File: src/rtl/gpio_ctrl_pkg.sv
// Shared GPIO types and sizes used by the input conditioning path and the CSR block.
package gpio_ctrl_pkg;

   localparam int GPIO_WIDTH      = 32;
   localparam int GPIO_DEBOUNCE_W = 8;

   typedef logic [GPIO_WIDTH-1:0] gpio_vec_t;

endpackage

File: src/rtl/gpio_in_sync_if.sv
// Pad/CSR-facing signal bundle for gpio_in_sync; master drives pins and controls, slave is the block.
interface gpio_in_sync_if
   import gpio_ctrl_pkg::*;
#(
   parameter int WIDTH      = GPIO_WIDTH,
   parameter int DEBOUNCE_W = GPIO_DEBOUNCE_W
) ();

   logic [WIDTH-1:0]      gpio_in;
   logic [DEBOUNCE_W-1:0] debounce_thr;
   logic [WIDTH-1:0]      rise_en;
   logic [WIDTH-1:0]      fall_en;
   logic [WIDTH-1:0]      irq_clr;
   logic [WIDTH-1:0]      gpio_sync;
   logic [WIDTH-1:0]      rise_pulse;
   logic [WIDTH-1:0]      fall_pulse;
   logic [WIDTH-1:0]      irq_pending;
   logic                  irq;

   modport master (
      output gpio_in, debounce_thr, rise_en, fall_en, irq_clr,
      input  gpio_sync, rise_pulse, fall_pulse, irq_pending, irq
   );

   modport slave (
      input  gpio_in, debounce_thr, rise_en, fall_en, irq_clr,
      output gpio_sync, rise_pulse, fall_pulse, irq_pending, irq
   );

endinterface

File: src/rtl/gpio_in_sync_bit.sv
// One GPIO bit: synchroniser, debounce filter, filtered level, edge pulses and sticky pending flag.
module gpio_in_sync_bit
   import gpio_ctrl_pkg::*;
#(
   parameter int SYNC_STAGES = 2,
   parameter int DEBOUNCE_W  = GPIO_DEBOUNCE_W
) (
   input  logic                  sys_clk,
   input  logic                  rst_n,
   input  logic                  pin,
   input  logic [DEBOUNCE_W-1:0] thr,
   input  logic                  rise_en,
   input  logic                  fall_en,
   input  logic                  irq_clr,
   output logic                  level,
   output logic                  rise_pulse,
   output logic                  fall_pulse,
   output logic                  pending
);

   (* ASYNC_REG = "TRUE" *) logic [SYNC_STAGES-1:0] sync_p0;
   logic [DEBOUNCE_W-1:0] cnt_p1;
   logic                  level_d_p2;
   logic                  s;
   logic                  set;

   assign s   = sync_p0[SYNC_STAGES-1];
   assign set = (rise_pulse & rise_en) | (fall_pulse & fall_en);

   always_ff @(posedge sys_clk) begin
      if (!rst_n) begin
         sync_p0    <= '0;
         cnt_p1     <= '0;
         level      <= 1'b0;
         level_d_p2 <= 1'b0;
         rise_pulse <= 1'b0;
         fall_pulse <= 1'b0;
         pending    <= 1'b0;
      end else begin
         // synchroniser stage
         sync_p0 <= {sync_p0[SYNC_STAGES-2:0], pin};

         // debounce stage: threshold compared live so a lowered value takes effect at once
         if (s != level) begin
            if (cnt_p1 >= thr) begin
               level  <= s;
               cnt_p1 <= '0;
            end else begin
               cnt_p1 <= cnt_p1 + DEBOUNCE_W'(1);
            end
         end else begin
            cnt_p1 <= '0;
         end

         // edge stage: pulses trail the level change by one cycle
         level_d_p2 <= level;
         rise_pulse <= level & ~level_d_p2;
         fall_pulse <= ~level & level_d_p2;

         // pending stage: a qualifying edge beats a simultaneous clear
         if (set)
            pending <= 1'b1;
         else if (irq_clr)
            pending <= 1'b0;
      end
   end

endmodule

File: src/rtl/gpio_in_sync.sv
// GPIO input conditioning: one gpio_in_sync_bit per pin, pending bits OR-ed into a single irq.
module gpio_in_sync
   import gpio_ctrl_pkg::*;
#(
   parameter int WIDTH       = GPIO_WIDTH,
   parameter int SYNC_STAGES = 2,
   parameter int DEBOUNCE_W  = GPIO_DEBOUNCE_W
) (
   input  logic           sys_clk,
   input  logic           rst_n,
   gpio_in_sync_if.slave  bus
);

   logic [WIDTH-1:0] pending_vec;

   for (genvar i = 0; i < WIDTH; i++) begin : g_bit
      gpio_in_sync_bit #(
         .SYNC_STAGES (SYNC_STAGES),
         .DEBOUNCE_W  (DEBOUNCE_W)
      ) u_bit (
         .sys_clk    (sys_clk),
         .rst_n      (rst_n),
         .pin        (bus.gpio_in[i]),
         .thr        (bus.debounce_thr),
         .rise_en    (bus.rise_en[i]),
         .fall_en    (bus.fall_en[i]),
         .irq_clr    (bus.irq_clr[i]),
         .level      (bus.gpio_sync[i]),
         .rise_pulse (bus.rise_pulse[i]),
         .fall_pulse (bus.fall_pulse[i]),
         .pending    (pending_vec[i])
      );
   end

   assign bus.irq_pending = pending_vec;
   assign bus.irq         = |pending_vec;

endmodule

File: src/flat_wrapper.sv
// flat-port wrapper written by rule: the top's interface ports become plain ports
module gpio_in_sync_flat import gpio_ctrl_pkg::*;
#(
   parameter int WIDTH       = GPIO_WIDTH,
   parameter int SYNC_STAGES = 2,
   parameter int DEBOUNCE_W  = GPIO_DEBOUNCE_W
)
  (sys_clk, rst_n, bus_gpio_in, bus_debounce_thr, bus_rise_en, bus_fall_en, bus_irq_clr, bus_gpio_sync, bus_rise_pulse, bus_fall_pulse, bus_irq_pending, bus_irq);
  gpio_in_sync_if #(.WIDTH(WIDTH), .DEBOUNCE_W(DEBOUNCE_W)) bus_i ();
  input  logic sys_clk;
  input  logic rst_n;
  input wire logic [$bits(bus_i.gpio_in)-1:0] bus_gpio_in;
  input wire logic [$bits(bus_i.debounce_thr)-1:0] bus_debounce_thr;
  input wire logic [$bits(bus_i.rise_en)-1:0] bus_rise_en;
  input wire logic [$bits(bus_i.fall_en)-1:0] bus_fall_en;
  input wire logic [$bits(bus_i.irq_clr)-1:0] bus_irq_clr;
  output wire logic [$bits(bus_i.gpio_sync)-1:0] bus_gpio_sync;
  output wire logic [$bits(bus_i.rise_pulse)-1:0] bus_rise_pulse;
  output wire logic [$bits(bus_i.fall_pulse)-1:0] bus_fall_pulse;
  output wire logic [$bits(bus_i.irq_pending)-1:0] bus_irq_pending;
  output wire logic [$bits(bus_i.irq)-1:0] bus_irq;
  assign bus_i.gpio_in = bus_gpio_in;
  assign bus_i.debounce_thr = bus_debounce_thr;
  assign bus_i.rise_en = bus_rise_en;
  assign bus_i.fall_en = bus_fall_en;
  assign bus_i.irq_clr = bus_irq_clr;
  assign bus_gpio_sync = bus_i.gpio_sync;
  assign bus_rise_pulse = bus_i.rise_pulse;
  assign bus_fall_pulse = bus_i.fall_pulse;
  assign bus_irq_pending = bus_i.irq_pending;
  assign bus_irq = bus_i.irq;
  gpio_in_sync #(.WIDTH(WIDTH), .SYNC_STAGES(SYNC_STAGES), .DEBOUNCE_W(DEBOUNCE_W)) u_core (.sys_clk(sys_clk), .rst_n(rst_n), .bus(bus_i));
endmodule
File: config.mk
export PLATFORM = sky130hd
export DESIGN_NAME = gpio_in_sync_flat
export DESIGN_NICKNAME = d
export VERILOG_FILES = /design/src/rtl/gpio_ctrl_pkg.sv /design/src/rtl/gpio_in_sync_if.sv /design/src/rtl/gpio_in_sync_bit.sv /design/src/rtl/gpio_in_sync.sv /design/src/flat_wrapper.sv
export SDC_FILE = /design/constraint.sdc
export NUM_CORES = 1
export LEC_CHECK = 0
export ABC_AREA = 1
export CORE_MARGIN = 2
export CORE_UTILIZATION = 40
export DETAILED_ROUTE_END_ITERATION = 7
export PLACE_DENSITY = 0.66
export SETUP_SLACK_MARGIN = 0.4
export SLEW_MARGIN = 10
export SYNTH_ARGS = -nofsm -noshare
export SYNTH_HDL_FRONTEND = slang
export SYNTH_SLANG_ARGS = --single-unit
File: constraint.sdc
create_clock -name sys_clk -period 3 [get_ports sys_clk]
set_clock_uncertainty 0.15 [all_clocks]
set_input_delay 0.9 -clock sys_clk [delete_from_list [all_inputs] [get_ports sys_clk]]
set_output_delay 0.9 -clock sys_clk [all_outputs]
set_load 0.005 [all_outputs]
==> flow_summary.toml <==
[clocking]
clk_pin_slew_worst_paths_ns = 0.06
quantity_of_hold_fixing_buffers_added_after_cts = 0
ctsRootBufferMaster = "clkbuf_16"
clock_latency_ns = 0.59
clockBufferDepth = 3
tritoncts = "yes"
cts.htree.levels = 2
cts_inserted_buffers = 53
numClockSinks = 480

[layout]
final_nets = 3789
layout_area_overhead_pct = 22.81
antenna_cells_inserted = 0
layout.cell_area.non_filler_um2 = 30000
post_route_cells_drive_above_1_share_pct = 8.172
finish.utilization_pct = 49.70

[setup_path]
rr_startpoint = "u_core.g_bit[29].u_bit.cnt_p1[5]$_SDFF_PP0_"
reg2reg_to = "u_core.g_bit[29].u_bit.level$_SDFFE_PN0P_"
ff2ff_setup_slack_ns = 1.32
crit_end = "bus_irq"
setup.worst_path.class = "reg -> out"
worst-endpoint-arrival_ns = 1.83
worst_ep_required_time_ns = 1.95
worst-r2r-cell-count = 8
crit_path_start = "u_core.g_bit[26].u_bit.pending$_SDFFE_PN0P_"
setup.worst_path.end_class = "output port"
worst-path-max-fanout = 3
timing.critical_path.from_type = "flop"

[yosys]
synth_top_area_cell = "dfxtp_1"
synth_area_leaders = "dfxtp_1, ha_1, nand2_1"
post-synth-top-count-cell = "nand2_1"
post_synth_num_cell_types = 21
synth_largest_type_area_fraction_pct = 39.34
synth_warnings = 0
ys_dominant_reg_cell = "dfxtp_1"
ys_seq_elements = 480
synthesized_netlist_net_count = 3526
ys_seq_area_share_pct = 39.34
async_flop_share_pct = 0
synth_edf_count = 0
syn_inst = 3100
avgSynthCellArea_um2 = 7.879
mappedNetlistArea_um2 = 24420
top_post_synthesis_cells_by_count = "nand2_1, nor2_1, dfxtp_1"

[detailed_routing]
postRouteAntennaNets = 0
drt-pass1-iter-count = 5
detail_route.drc_violations = 0
routed-via-count = 18847
route.final.wire_length_um = 53950
drt_iter0_drc = 753
route.detailed.vias_per_inst = 4.505
wl_per_cell_um = 12.90

[grt]
global_route.usage.total_pct = 17.12
largest_net_degree_at_the_start_of_global_routing = 66
grt_overflow = 0
first_pass_grt_wire_length_um = 87920
grt_antenna_before_repair = 2
first_global_vias = 17872

[sta]
final_hold_viol_count = 0
max_frequency_mhz = 347.3
timing.final.crit_period_ns = 2.880
final_max_slew_viol_count = 0
fin_setup_tns_ns = 0
final-setup-viol-count = 0
layout_setup_ws_ns = 0.1204
maxSlewHeadroom_pct = 38.69
timing_worst_slew_pin_value_ns = 0.9196
finalCritPeriodShare_pct = 95.99
rsz0062_at_grt = "yes"

[run]
max_cap_violations = 0

[floorplanning]
core_area_um2 = 60360
top_level_port_count = 267
area_of_the_die_um2 = 63050
dieWidth_um = 251.1
die_h_um = 251.1
placement_rows = 90
start_util_pct = 40.47

[pwr]
power.leakage_uw = 0.01440
maximum_vdd_drop_mv = 0.3944
power_report.internal_total_uw = 11160
power.share.clock_pct = 48.8
power_density_nw_per_um2 = 477.5
power_frac_seq_pct = 45.2
power.share.combinational_pct = 6.0
net_switching_power_figure_uw = 3160
net_switching_fraction_of_the_power_pct = 22.06

[placed_design]
placedInstanceArea_um2 = 27770
dp_hpwl_um = 37100
gpl.final_weighted_congestion = 0.7677
detailedPlace.worstSlack_ns = -0.1285
buffer_ports.inserted = 266

[hold_path]
hold_path_startpoint = "u_core.g_bit[14].u_bit.level_d_p2$_SDFF_PN0_"
holdCritPathClass = "reg -> reg"

[status]
run_status = "complete, no violations"
-- final cells by class --
| class | count | area, um^2 |
|---|---|---|
| clock buffers | 68 | 1493 |
| clock inverters | 26 | 387.9 |
| fillers | 5775 | 30360 |
| inverters | 425 | 1618 |
| multi-input cells | 2043 | 12320 |
| flip-flops and latches | 480 | 9702 |
| well taps | 782 | 978.4 |
| repair buffers | 360 | 3497 |
-- placed cells by master (no fill, tap or decap), types with 13 or more instances in the layout --
master             n
nor2_1           562
clkdlybuf4s50_1  242
ha_1             288
a21o_1            32
clkbuf_16         53
xor2_1           139
nand3_1          121
a21oi_1           96
clkinv_2          13
inv_1            417
dfxtp_1          434
nand4_1           22
dfxtp_4           14
dfxtp_2           32
buf_4             82
xnor2_1           75
nand2_1          616
a22oi_1           32
dlygate4sd2_1     15
nand4_4           15
-- power by group through the flow --
| stage | Combinational (uW) | Clock [uW] | Sequential [uW] |
|---|---|---|---|
| CTS | 855 | 7190 | 6480 |
| global placement | 833 | 0 | 6630 |
| floorplan | 444 | 0 | 6610 |
| finish | 854 | 7000 | 6470 |
| global route | 970 | 7440 | 6480 |
| detailed placement | 849 | 0 | 6630 |
-- logic make-up after synthesis --
family,after synthesis,share of synthesized area (%)
simple gates,1380,23.25
buf+inv,577,11.02
flops,480,39.34
fa+ha+maj,288,14.75
xor+xnor,214,7.674
compound gates,161,3.965
-- sequential cells by signal (all words and copies together) (netlist names) --
signal,cells
u_core.g_bit.u_bit.level_d_p2,32
u_core.g_bit.u_bit.sync_p0,64
u_core.g_bit.u_bit.pending,32
u_core.g_bit.u_bit.cnt_p1,256
u_core.g_bit.u_bit.fall_pulse,32
u_core.g_bit.u_bit.level,32
u_core.g_bit.u_bit.rise_pulse,32
-- layer usage --
metal | track usage (%) | wire length [um] | up-vias | share of wire [%]
met4 | 5.595 | 1398 | 2 | 2.6
li1 | - | - | 10109 | -
met2 | 28.37 | 23950 | 353 | 44
met5 | 0 | 13 | - | 0.024
met1 | 22.05 | 25440 | 8301 | 47
met3 | 3.810 | 3158 | 82 | 5.9
-- critical path, stage by stage, from the launching register on --
cell,delay (ns)
dfxtp_2,0.34
nor4_4,0.31
nand2_1,0.14
nor2_4,0.13
buf_6,0.14
nand2_2,0.05
buf_6,0.11
-- through the flow --
step,cells,total power [uW],hold WS (ns)
after floorplan,3100,7058,0.2405
after global placement,4083,7459,0.2450
after detailed placement,4083,7477,0.2447
after CTS,4184,14520,0.2557
after global routing,4184,14890,0.2695
final,4184,14320,0.2510
-- worst min-delay path by stage --
stage                                                        end  slack [ns]  depth (start not counted)
global placement     u_core.g_bit[8].u_bit.sync_p0[1]$_SDFF_PN0_        0.24                          2
floorplan            u_core.g_bit[0].u_bit.sync_p0[1]$_SDFF_PN0_        0.24                          2
finish              u_core.g_bit[14].u_bit.rise_pulse$_SDFF_PN0_        0.25                          1
detailed placement   u_core.g_bit[6].u_bit.sync_p0[1]$_SDFF_PN0_        0.24                          2
CTS                 u_core.g_bit[22].u_bit.rise_pulse$_SDFF_PN0_        0.26                          1
global route        u_core.g_bit[20].u_bit.rise_pulse$_SDFF_PN0_        0.27                          1
-- repair_timing --
item / in CTS / in global routing
endpoints found under the hold margin: 0 / 0
endpoints found under the setup margin: 47 / 84
pin swaps: 2 / 3
setup buffers: 7 / 0
resized for setup: 73 / 43
(Power assumes the default switching activity.)
